[config.mk]
export PLATFORM = sky130hd
export DESIGN_NAME = div_arb
export DESIGN_NICKNAME = d
export VERILOG_FILES = /design/src/rtl/div_pkg.sv /design/src/rtl/rr_arb2.sv /design/src/rtl/div_arb.sv
export SDC_FILE = /design/constraint.sdc
export NUM_CORES = 1
export LEC_CHECK = 0
export CAP_MARGIN = 20
export CORE_AREA = 2 2 254 256
export CTS_BUF_LIST = sky130_fd_sc_hd__clkbuf_4 sky130_fd_sc_hd__clkbuf_8 sky130_fd_sc_hd__clkbuf_16
export DETAILED_ROUTE_END_ITERATION = 6
export DIE_AREA = 0 0 256 258
export PLACE_DENSITY = 0.56
export SLEW_MARGIN = 10
export SYNTH_ARGS = -nofsm -noshare
export SYNTH_HDL_FRONTEND = slang
export SYNTH_SLANG_ARGS = --single-unit
[constraint.sdc]
create_clock -name clk -period 2.6 [get_ports clk]
set_clock_uncertainty 0.1 [all_clocks]
set_input_delay 0.52 -clock clk [delete_from_list [all_inputs] [get_ports clk]]
set_output_delay 0.52 -clock clk [all_outputs]
set_load 0.05 [all_outputs]
[src/rtl/div_pkg.sv]
// Shared definitions for the two-port divider arbiter: FSM state
// encoding, requester count and the divide-by-zero / overflow constants.
package div_pkg;

    localparam int NREQ = 2;

    // Widest operand the bypass constants below can serve.
    localparam int MAXW = 128;

    typedef enum logic [3:0] {
        S_IDLE  = 4'b0001,
        S_ISSUE = 4'b0010,
        S_WAIT  = 4'b0100,
        S_RESP  = 4'b1000
    } state_t;

    // Quotient returned for a zero divisor.
    localparam logic [MAXW-1:0] QUOT_DIV0 = '1;

    // Signed-minimum pattern for a w-bit operand: 1 followed by w-1 zeros.
    function automatic logic [MAXW-1:0] smin_pat(input int w);
        logic [MAXW-1:0] v;
        v = '0;
        v[w-1] = 1'b1;
        return v;
    endfunction

endpackage

[src/rtl/rr_arb2.sv]
// Two-way round-robin grant. The port granted last loses the next tie.
// Ports: i_req (requests), i_en (grant is consumed this cycle),
//        o_gnt (one-hot grant), o_gnt_id (granted port index).
module rr_arb2
    import div_pkg::*;
(
    input  logic            clk,
    input  logic            rst_n,
    input  logic [NREQ-1:0] i_req,
    input  logic            i_en,
    output logic [NREQ-1:0] o_gnt,
    output logic            o_gnt_id
);

    // Port that wins when both request.
    logic r_prio;
    logic w_id;

    always_comb begin
        w_id = 1'b0;
        if (i_req == 2'b11) begin
            w_id = r_prio;
        end else begin
            w_id = i_req[1];
        end
    end

    assign o_gnt    = (|i_req) ? (w_id ? 2'b10 : 2'b01) : 2'b00;
    assign o_gnt_id = w_id;

    always_ff @(posedge clk) begin
        if (!rst_n) begin
            r_prio <= 1'b0;
        end else if (i_en && |i_req) begin
            r_prio <= ~w_id;
        end
    end

endmodule

[src/rtl/div_arb.sv]
// Arbiter sharing one external divider between two requesters, with
// divide-by-zero and signed-overflow bypass and per-port flush.
// Ports: req_* (request side, two ports), flush (per-port kill),
//        resp_* (shared response, one-hot valid), div_* (divider side).
module div_arb
    import div_pkg::*;
#(
    parameter int W = 64
) (
    input  logic            clk,
    input  logic            rst_n,
    input  logic [NREQ-1:0] req_valid,
    output logic [NREQ-1:0] req_ready,
    input  logic [NREQ-1:0] req_sign,
    input  logic [W-1:0]    req_x0,
    input  logic [W-1:0]    req_y0,
    input  logic [W-1:0]    req_x1,
    input  logic [W-1:0]    req_y1,
    input  logic [NREQ-1:0] flush,
    output logic [NREQ-1:0] resp_valid,
    input  logic [NREQ-1:0] resp_ready,
    output logic [W-1:0]    resp_quot,
    output logic [W-1:0]    resp_rem,
    output logic            div_valid,
    output logic            div_sign,
    output logic [W-1:0]    div_x,
    output logic [W-1:0]    div_y,
    input  logic [W-1:0]    div_result,
    input  logic [W-1:0]    div_rem,
    input  logic            div_finish
);

    localparam logic [W-1:0] ALL1 = QUOT_DIV0[W-1:0];
    localparam logic [W-1:0] SMIN = W'(smin_pat(W));

    state_t r_state;
    state_t w_next;

    logic         r_owner;
    logic         r_sign;
    logic [W-1:0] r_x;
    logic [W-1:0] r_y;
    logic [W-1:0] r_quot;
    logic [W-1:0] r_rem;
    logic         r_discard;

    logic [NREQ-1:0] w_req;
    logic [NREQ-1:0] w_gnt;
    logic            w_gid;
    logic            w_idle;
    logic            w_accept;
    logic            w_sel_sign;
    logic [W-1:0]    w_sel_x;
    logic [W-1:0]    w_sel_y;
    logic            w_div0;
    logic            w_ovf;
    logic            w_own_flush;
    logic            w_own_ready;
    logic            w_drop;
    logic [NREQ-1:0] w_own_oh;

    // A port under flush is never considered for a grant.
    assign w_req    = req_valid & ~flush;
    assign w_idle   = (r_state == S_IDLE);
    assign w_accept = w_idle && (|w_req);

    rr_arb2 u_rr (
        .clk      (clk),
        .rst_n    (rst_n),
        .i_req    (w_req),
        .i_en     (w_idle),
        .o_gnt    (w_gnt),
        .o_gnt_id (w_gid)
    );

    assign w_sel_sign = req_sign[w_gid];
    assign w_sel_x    = w_gid ? req_x1 : req_x0;
    assign w_sel_y    = w_gid ? req_y1 : req_y0;

    assign w_div0 = (w_sel_y == '0);
    assign w_ovf  = w_sel_sign && (w_sel_x == SMIN) && (w_sel_y == ALL1);

    assign w_own_flush = flush[r_owner];
    assign w_own_ready = resp_ready[r_owner];
    assign w_own_oh    = r_owner ? 2'b10 : 2'b01;

    // Result is thrown away if the owner was flushed at any point
    // after the divider was committed to.
    assign w_drop = r_discard || w_own_flush;

    always_comb begin
        w_next     = r_state;
        req_ready  = '0;
        div_valid  = 1'b0;
        resp_valid = '0;
        unique case (r_state)
            S_IDLE: begin
                req_ready = w_gnt;
                if (w_accept) begin
                    w_next = (w_div0 || w_ovf) ? S_RESP : S_ISSUE;
                end
            end
            S_ISSUE: begin
                div_valid = 1'b1;
                w_next    = S_WAIT;
            end
            S_WAIT: begin
                if (div_finish) begin
                    w_next = w_drop ? S_IDLE : S_RESP;
                end
            end
            S_RESP: begin
                resp_valid = w_own_oh;
                if (w_own_flush || w_own_ready) begin
                    w_next = S_IDLE;
                end
            end
            default: w_next = S_IDLE;
        endcase
        // Outputs read as idle for the whole reset cycle.
        if (!rst_n) begin
            req_ready  = '0;
            div_valid  = 1'b0;
            resp_valid = '0;
        end
    end

    always_ff @(posedge clk) begin
        if (!rst_n) begin
            r_state   <= S_IDLE;
            r_owner   <= 1'b0;
            r_sign    <= 1'b0;
            r_x       <= '0;
            r_y       <= '0;
            r_quot    <= '0;
            r_rem     <= '0;
            r_discard <= 1'b0;
        end else begin
            r_state <= w_next;
            if (w_accept) begin
                r_owner   <= w_gid;
                r_sign    <= w_sel_sign;
                r_x       <= w_sel_x;
                r_y       <= w_sel_y;
                r_discard <= 1'b0;
                if (w_div0) begin
                    r_quot <= ALL1;
                    r_rem  <= w_sel_x;
                end else if (w_ovf) begin
                    r_quot <= w_sel_x;
                    r_rem  <= '0;
                end
            end
            if ((r_state == S_ISSUE || r_state == S_WAIT) && w_own_flush) begin
                r_discard <= 1'b1;
            end
            if (r_state == S_WAIT && div_finish) begin
                r_discard <= 1'b0;
                if (!w_drop) begin
                    r_quot <= div_result;
                    r_rem  <= div_rem;
                end
            end
        end
    end

    assign resp_quot = r_quot;
    assign resp_rem  = r_rem;
    assign div_sign  = r_sign;
    assign div_x     = r_x;
    assign div_y     = r_y;

endmodule

Word-level counts from Yosys, hierarchy flattened
Cells that the tools add are included.
Storage, ports and cells
  register bits: 264
  bits in latches: 0
  bits in writable memories: 0
  memory bits (read-only): 0
  output and inout bits: 262
  memories kept: 0
Cells by class
  add/subtract/negate cells: 0
  multiply operators: 0
  div/mod/pow operators: 0
  $lt $le $gt $ge: 2
  equality and inequality tests: 10
  shifts and indexed selects: 0
  muxes and demuxes: 36
  bitwise operators: 4
  reductions and logical operators: 14
Operators by type and width (number)
  64-bit 2-to-1 mux: 12
  64-bit == test, second input constant: 2
  64-bit zero test: 1
  4-bit 2-to-1 mux: 5
  4-bit case mux with 4 select lines: 1
  2-bit 2-to-1 mux: 7
  1-bit 2-to-1 mux: 11
  2-bit != test, second input constant: 3
  1-bit logical AND: 5
  4-bit by 1-bit == test with 1-bit output, second input constant: 1
  4-bit by 2-bit == test with 1-bit output, second input constant: 1
  4-bit by 3-bit == test with 1-bit output, second input constant: 1
  4-bit == test, second input constant: 1
  1-bit logical OR: 4
  1-bit by 2-bit less-than comparator with 1-bit output, second input constant: 2
  2-bit OR reduction: 2
  3-bit AND reduction: 1
  2-bit AND: 1
  2-bit == test, second input constant: 1
  1-bit inverter: 2
  2-bit inverter: 1
  2-bit nonzero test: 1

Logic depth before layout (Yosys ltp)
  depth after elaboration: 13
  mapped depth: 10
  depth with buffers taken out: 6

Hierarchy
Synthesis repeated with hierarchy kept, for this count alone.
Second synthesis, totals
  cell total of the unflattened synthesis: 1313
  area, all modules: 12615.8 µm²
By module, submodules not included
  div_arb: instances 1, cells an instance 1305, area each 12547.0 µm², sequential area each 5265.0 µm²
  rr_arb2: instances 1, cells an instance 8, area each 68.8 µm², sequential area each 20.0 µm²

Worst setup path after synthesis
OpenSTA, ideal clock, no wires.
  path type: input to output
  start point: in flush[0]
  end point: out req_ready[1]
  arrival time: 2.317 ns
  slack: -0.337 ns
  stages: 7
  path buffers: 4
  path through: or3b_2 clkbuf_1 nand2_1 buf_2 buf_2 clkbuf_1 nor2_1
On the way
  word-level cells in the longest chain between the ends: 8
  elaborated cells on any way between the ends: 9
  those cells by class: 1 x eq/ne; 5 x mux; 2 x bitwise; 1 x reduce/logical
Ends and longest elaborated chain
  start, declared: line div_arb.sv:19  | input logic [NREQ-1:0] flush,
  2-bit inverter (*): line div_arb.sv:63  | assign w_req = req_valid & ~flush;
  2-bit AND (*): line div_arb.sv:63
  2-bit == test: line rr_arb2.sv:21  | if (i_req == 2'b11) begin
  1-bit 2-to-1 mux: line rr_arb2.sv:21
  2-bit 2-to-1 mux: line rr_arb2.sv:28  | assign o_gnt = (|i_req) ? (w_id ? 2'b10 : 2'b01) : 2'b00;
  2-bit 2-to-1 mux (*): line rr_arb2.sv:28
  2-bit 2-to-1 mux (*): line div_arb.sv:96  | unique case (r_state)
  2-bit 2-to-1 mux (*): line div_arb.sv:121  | if (!rst_n) begin
  end, declared: line div_arb.sv:13  | output logic [NREQ-1:0] req_ready,
Mark *: on every way between the ends. The rest lies on a longest branch, timed or not.

Worst setup path in the final report
  start point: in req_x0[36]
  end point: reg r_rem[62] (netlist: resp_rem[62])
On the way
  word-level cells in the longest chain between the ends: 9
Ends and longest elaborated chain
  start, declared: line div_arb.sv:15  | input logic [W-1:0] req_x0,
  64-bit 2-to-1 mux (*): line div_arb.sv:77  | assign w_sel_x = w_gid ? req_x1 : req_x0;
  64-bit == test (*): line div_arb.sv:81  | assign w_ovf = w_sel_sign && (w_sel_x == SMIN) && (w_sel_y == ALL1);
  1-bit logical AND (*) (2 in series): line div_arb.sv:81
  64-bit 2-to-1 mux (*): line div_arb.sv:149  | end else if (w_ovf) begin
  64-bit 2-to-1 mux (*): line div_arb.sv:146  | if (w_div0) begin
  64-bit 2-to-1 mux (*): line div_arb.sv:140  | if (w_accept) begin
  64-bit 2-to-1 mux: line div_arb.sv:159  | if (!w_drop) begin
  64-bit 2-to-1 mux (*): line div_arb.sv:157  | if (r_state == S_WAIT && div_finish) begin
  end signal, assigned: line div_arb.sv:148  | r_rem <= w_sel_x;
  end signal, assigned: line div_arb.sv:161  | r_rem <= div_rem;
  end, declared: line div_arb.sv:44  | logic [W-1:0] r_rem;
Marks and branches as above.
A chain may end at the register's enable or synchronous reset.

==> impl_metrics.ini <==
[critical_path]
startpoint_type = primary input
worstPathMaxFanout = 6
worstSetupPathType = in -> reg
crit_required_ns = 2.93
crit_path_end_kind = flop
critPathArrivalTime_ns = 2.98

[yosys]
synth-edff-count = 0
synth-main-ff-cell = dfxtp_1
synth_seq_area_share_pct = 41.1
yosysTopAreaCell = dfxtp_1
synth_area_sq_um = 12800
synth_common_cells = nand2_1, dfxtp_1, nor2_1
ys_ff_latch = 264
synth.most_common_cell = nand2_1
ys.warnings.count = 0
syn_inst = 1583
syn_nets = 1978
syn_avg_cell_area_sq_um = 8.11
ys_types = 50
ys_top_cells_by_area = dfxtp_1, nand2_1, mux2i_1
async_flop_share_pct = 0
netlist.area_leader.share_pct = 41.1

[clock_network]
root_buffer = clkbuf_16
cts_sinks = 264
cts_tree = built
path_clk_slew_ns = 0.06
clock_latency_ns = 0.54
ctsHoldBuffers = 0
cts_max_level = 2
clockBufferDepth = 3
cts_buffers = 35

[sta]
setup_violations = 31
fin_crit_sh_pct = 102
fin_hold_ws_ns = 0.147
worst_pin_slew_ns = 0.714
drv_slew = 0
clock.fmax_mhz = 377
finalCriticalPeriod_ns = 2.65
slew_headroom_pct = 52.4
grt_setup_unrepaired = yes
final_hold_viol_count = 0
worst_slack_ns = -0.0505

[global_route]
antenna_found_initial = 15
grt_max_degree = 130
grt_overflow = 0
grt_pass1_vias = 16400
grt.total_usage_pct = 23.1
grt_pass1_wl_um = 114000

[cells_and_area]
regArea_sq_um = 5290
multi_input_area_sq_um = 8000
fillers = 6342
fin_area_sq_um = 25600
layout-drive-gt1-share_pct = 23.9
final_util_pct = 40.2
area_growth_syn_to_layout_pct = 99.0
nNetsFinal = 2873

[placed_design]
port_buffers = 656
post-dp-hpwl_um = 59300
dpl_cell_area_sq_um = 22500
place.gp.congestion = 0.979

[route]
wirelength_um = 81100
first_pass_iters = 5
dr_total_vias = 16600
wl_met1_um = 33900
dr_wl_met3_um = 5890
route.detailed.drc = 0
maxUsedRoutingLayer = met5
dr_wl_met2_um = 38600
drt-vias-per-instance = 4.93
avgRoutedWirePerCell_um = 24.1
drtIter0Drc = 1160
antenna_left = 0

[floorplan]
io_pins = 657
initial_core_util_pct = 20.2
coreArea_sq_um = 63600
die_h_um = 258
dieArea_sq_um = 66000
fp-row-count = 93
die_w_um = 256

[run_status]
violations = negative setup slack
status = finished with violations

[power]
p_per_area_nw_per_um2 = 518
fin_total_pwr_mw = 13.2
p_leak_nw = 10.5
ir_drop_uv = 390

[hold_path]
hp-class = in -> reg

[flow_run]
maxCapViolations = 0
-- stage by stage --
step	worst slack, ns	setup TNS, ns	instances
final	-0.0505	-0.827	3368
after global routing	-0.0798	-3.12	3363
after CTS	-0.0889	-2.53	3344
after detailed placement	-1.26	-196.38	3252
after global placement	-1.31	-204.62	3252
after floorplan	-0.147	-3.75	1583
-- cell families after synthesis --
| group | Yosys count | share of synthesized area (%) |
|---|---|---|
| DFF | 264 | 41.1 |
| buffers and inverters | 145 | 4.71 |
| muxes | 66 | 5.14 |
| AOI/OAI and AO/OA | 539 | 29.0 |
| and+or+nand+nor | 569 | 20.0 |
-- state kept, by name, summed over array words and instances, names as in the netlist --
name         flops
r_owner          1
div_sign         1
r_discard        1
resp_quot       64
div_y           64
resp_rem        64
u_rr.r_prio      1
r_state          4
div_x           64
-- layer usage --
metal	global-route usage, %	vias to the layer above
li1	-	7723
met4	7.57	6
met2	39.1	738
met3	5.16	137
met1	29.1	7999
met5	0	-
-- worst paths after layout --
check,slack [ns],cells after the start,startpoint,end
worst max-delay path,-0.05,10,req_x0[36],resp_rem[62]$_SDFF_PN0_
worst min-delay path,0.15,2,rst_n,r_state[0]$_SDFFE_PN1P_
worst max register to register,0.06,10,u_rr.r_prio$_SDFFE_PN0P_,resp_rem[15]$_SDFF_PN0_
worst min register to register,0.35,2,resp_quot[9]$_SDFF_PN0_,resp_quot[9]$_SDFF_PN0_
-- placed cells by master (no fill, tap or decap), drive strengths merged, types with 36 or more instances in the layout --
cell type,netlist,routed
dlymetal6s2s,0,73
a211oi,64,64
buf,31,360
nand2,272,272
dfxtp,264,264
a31o,65,65
o21ai,133,133
dlygate4sd2,0,77
clkdlybuf4s50,0,461
o21a,66,66
nor4,55,55
a21oi,67,67
clkbuf,112,68
mux2i,66,66
nor2,147,147
a311oi,65,65
o31ai,64,64
nand4,36,36
-- area by class of cell --
type	count	area share [%]
diodes	11	0.108
clock buffers	48	4.02
clock inverters	13	0.631
inverters	2	0.0490
multi-input cells	1174	31.3
flip-flops and latches	264	20.7
well taps	855	4.19
repair buffers	1001	39.0
-- repair_timing --
action	4_1_cts	5_1_grt
resized for setup	287	201
setup endpoints to repair	139	130
cloned	13	5
buffers inserted	18	9
pin swaps	51	104
-- where the power goes --
| group | internal (mW) | switching [mW] |
|---|---|---|
| clock network | 3.08 | 2.03 |
| registers | 4.30 | 0.155 |
| logic | 1.54 | 2.15 |
-- critical path: stages --
cell,delay (ns)
buf_6,0.09
or4bb_4,0.54
or4_4,0.57
nor4_4,0.18
buf_4,0.15
o211ai_1,0.11
o21a_4,0.28
buf_4,0.16
buf_12,0.14
a31o_4,0.24
No activity file was read; power rests on OpenSTA's default activity.
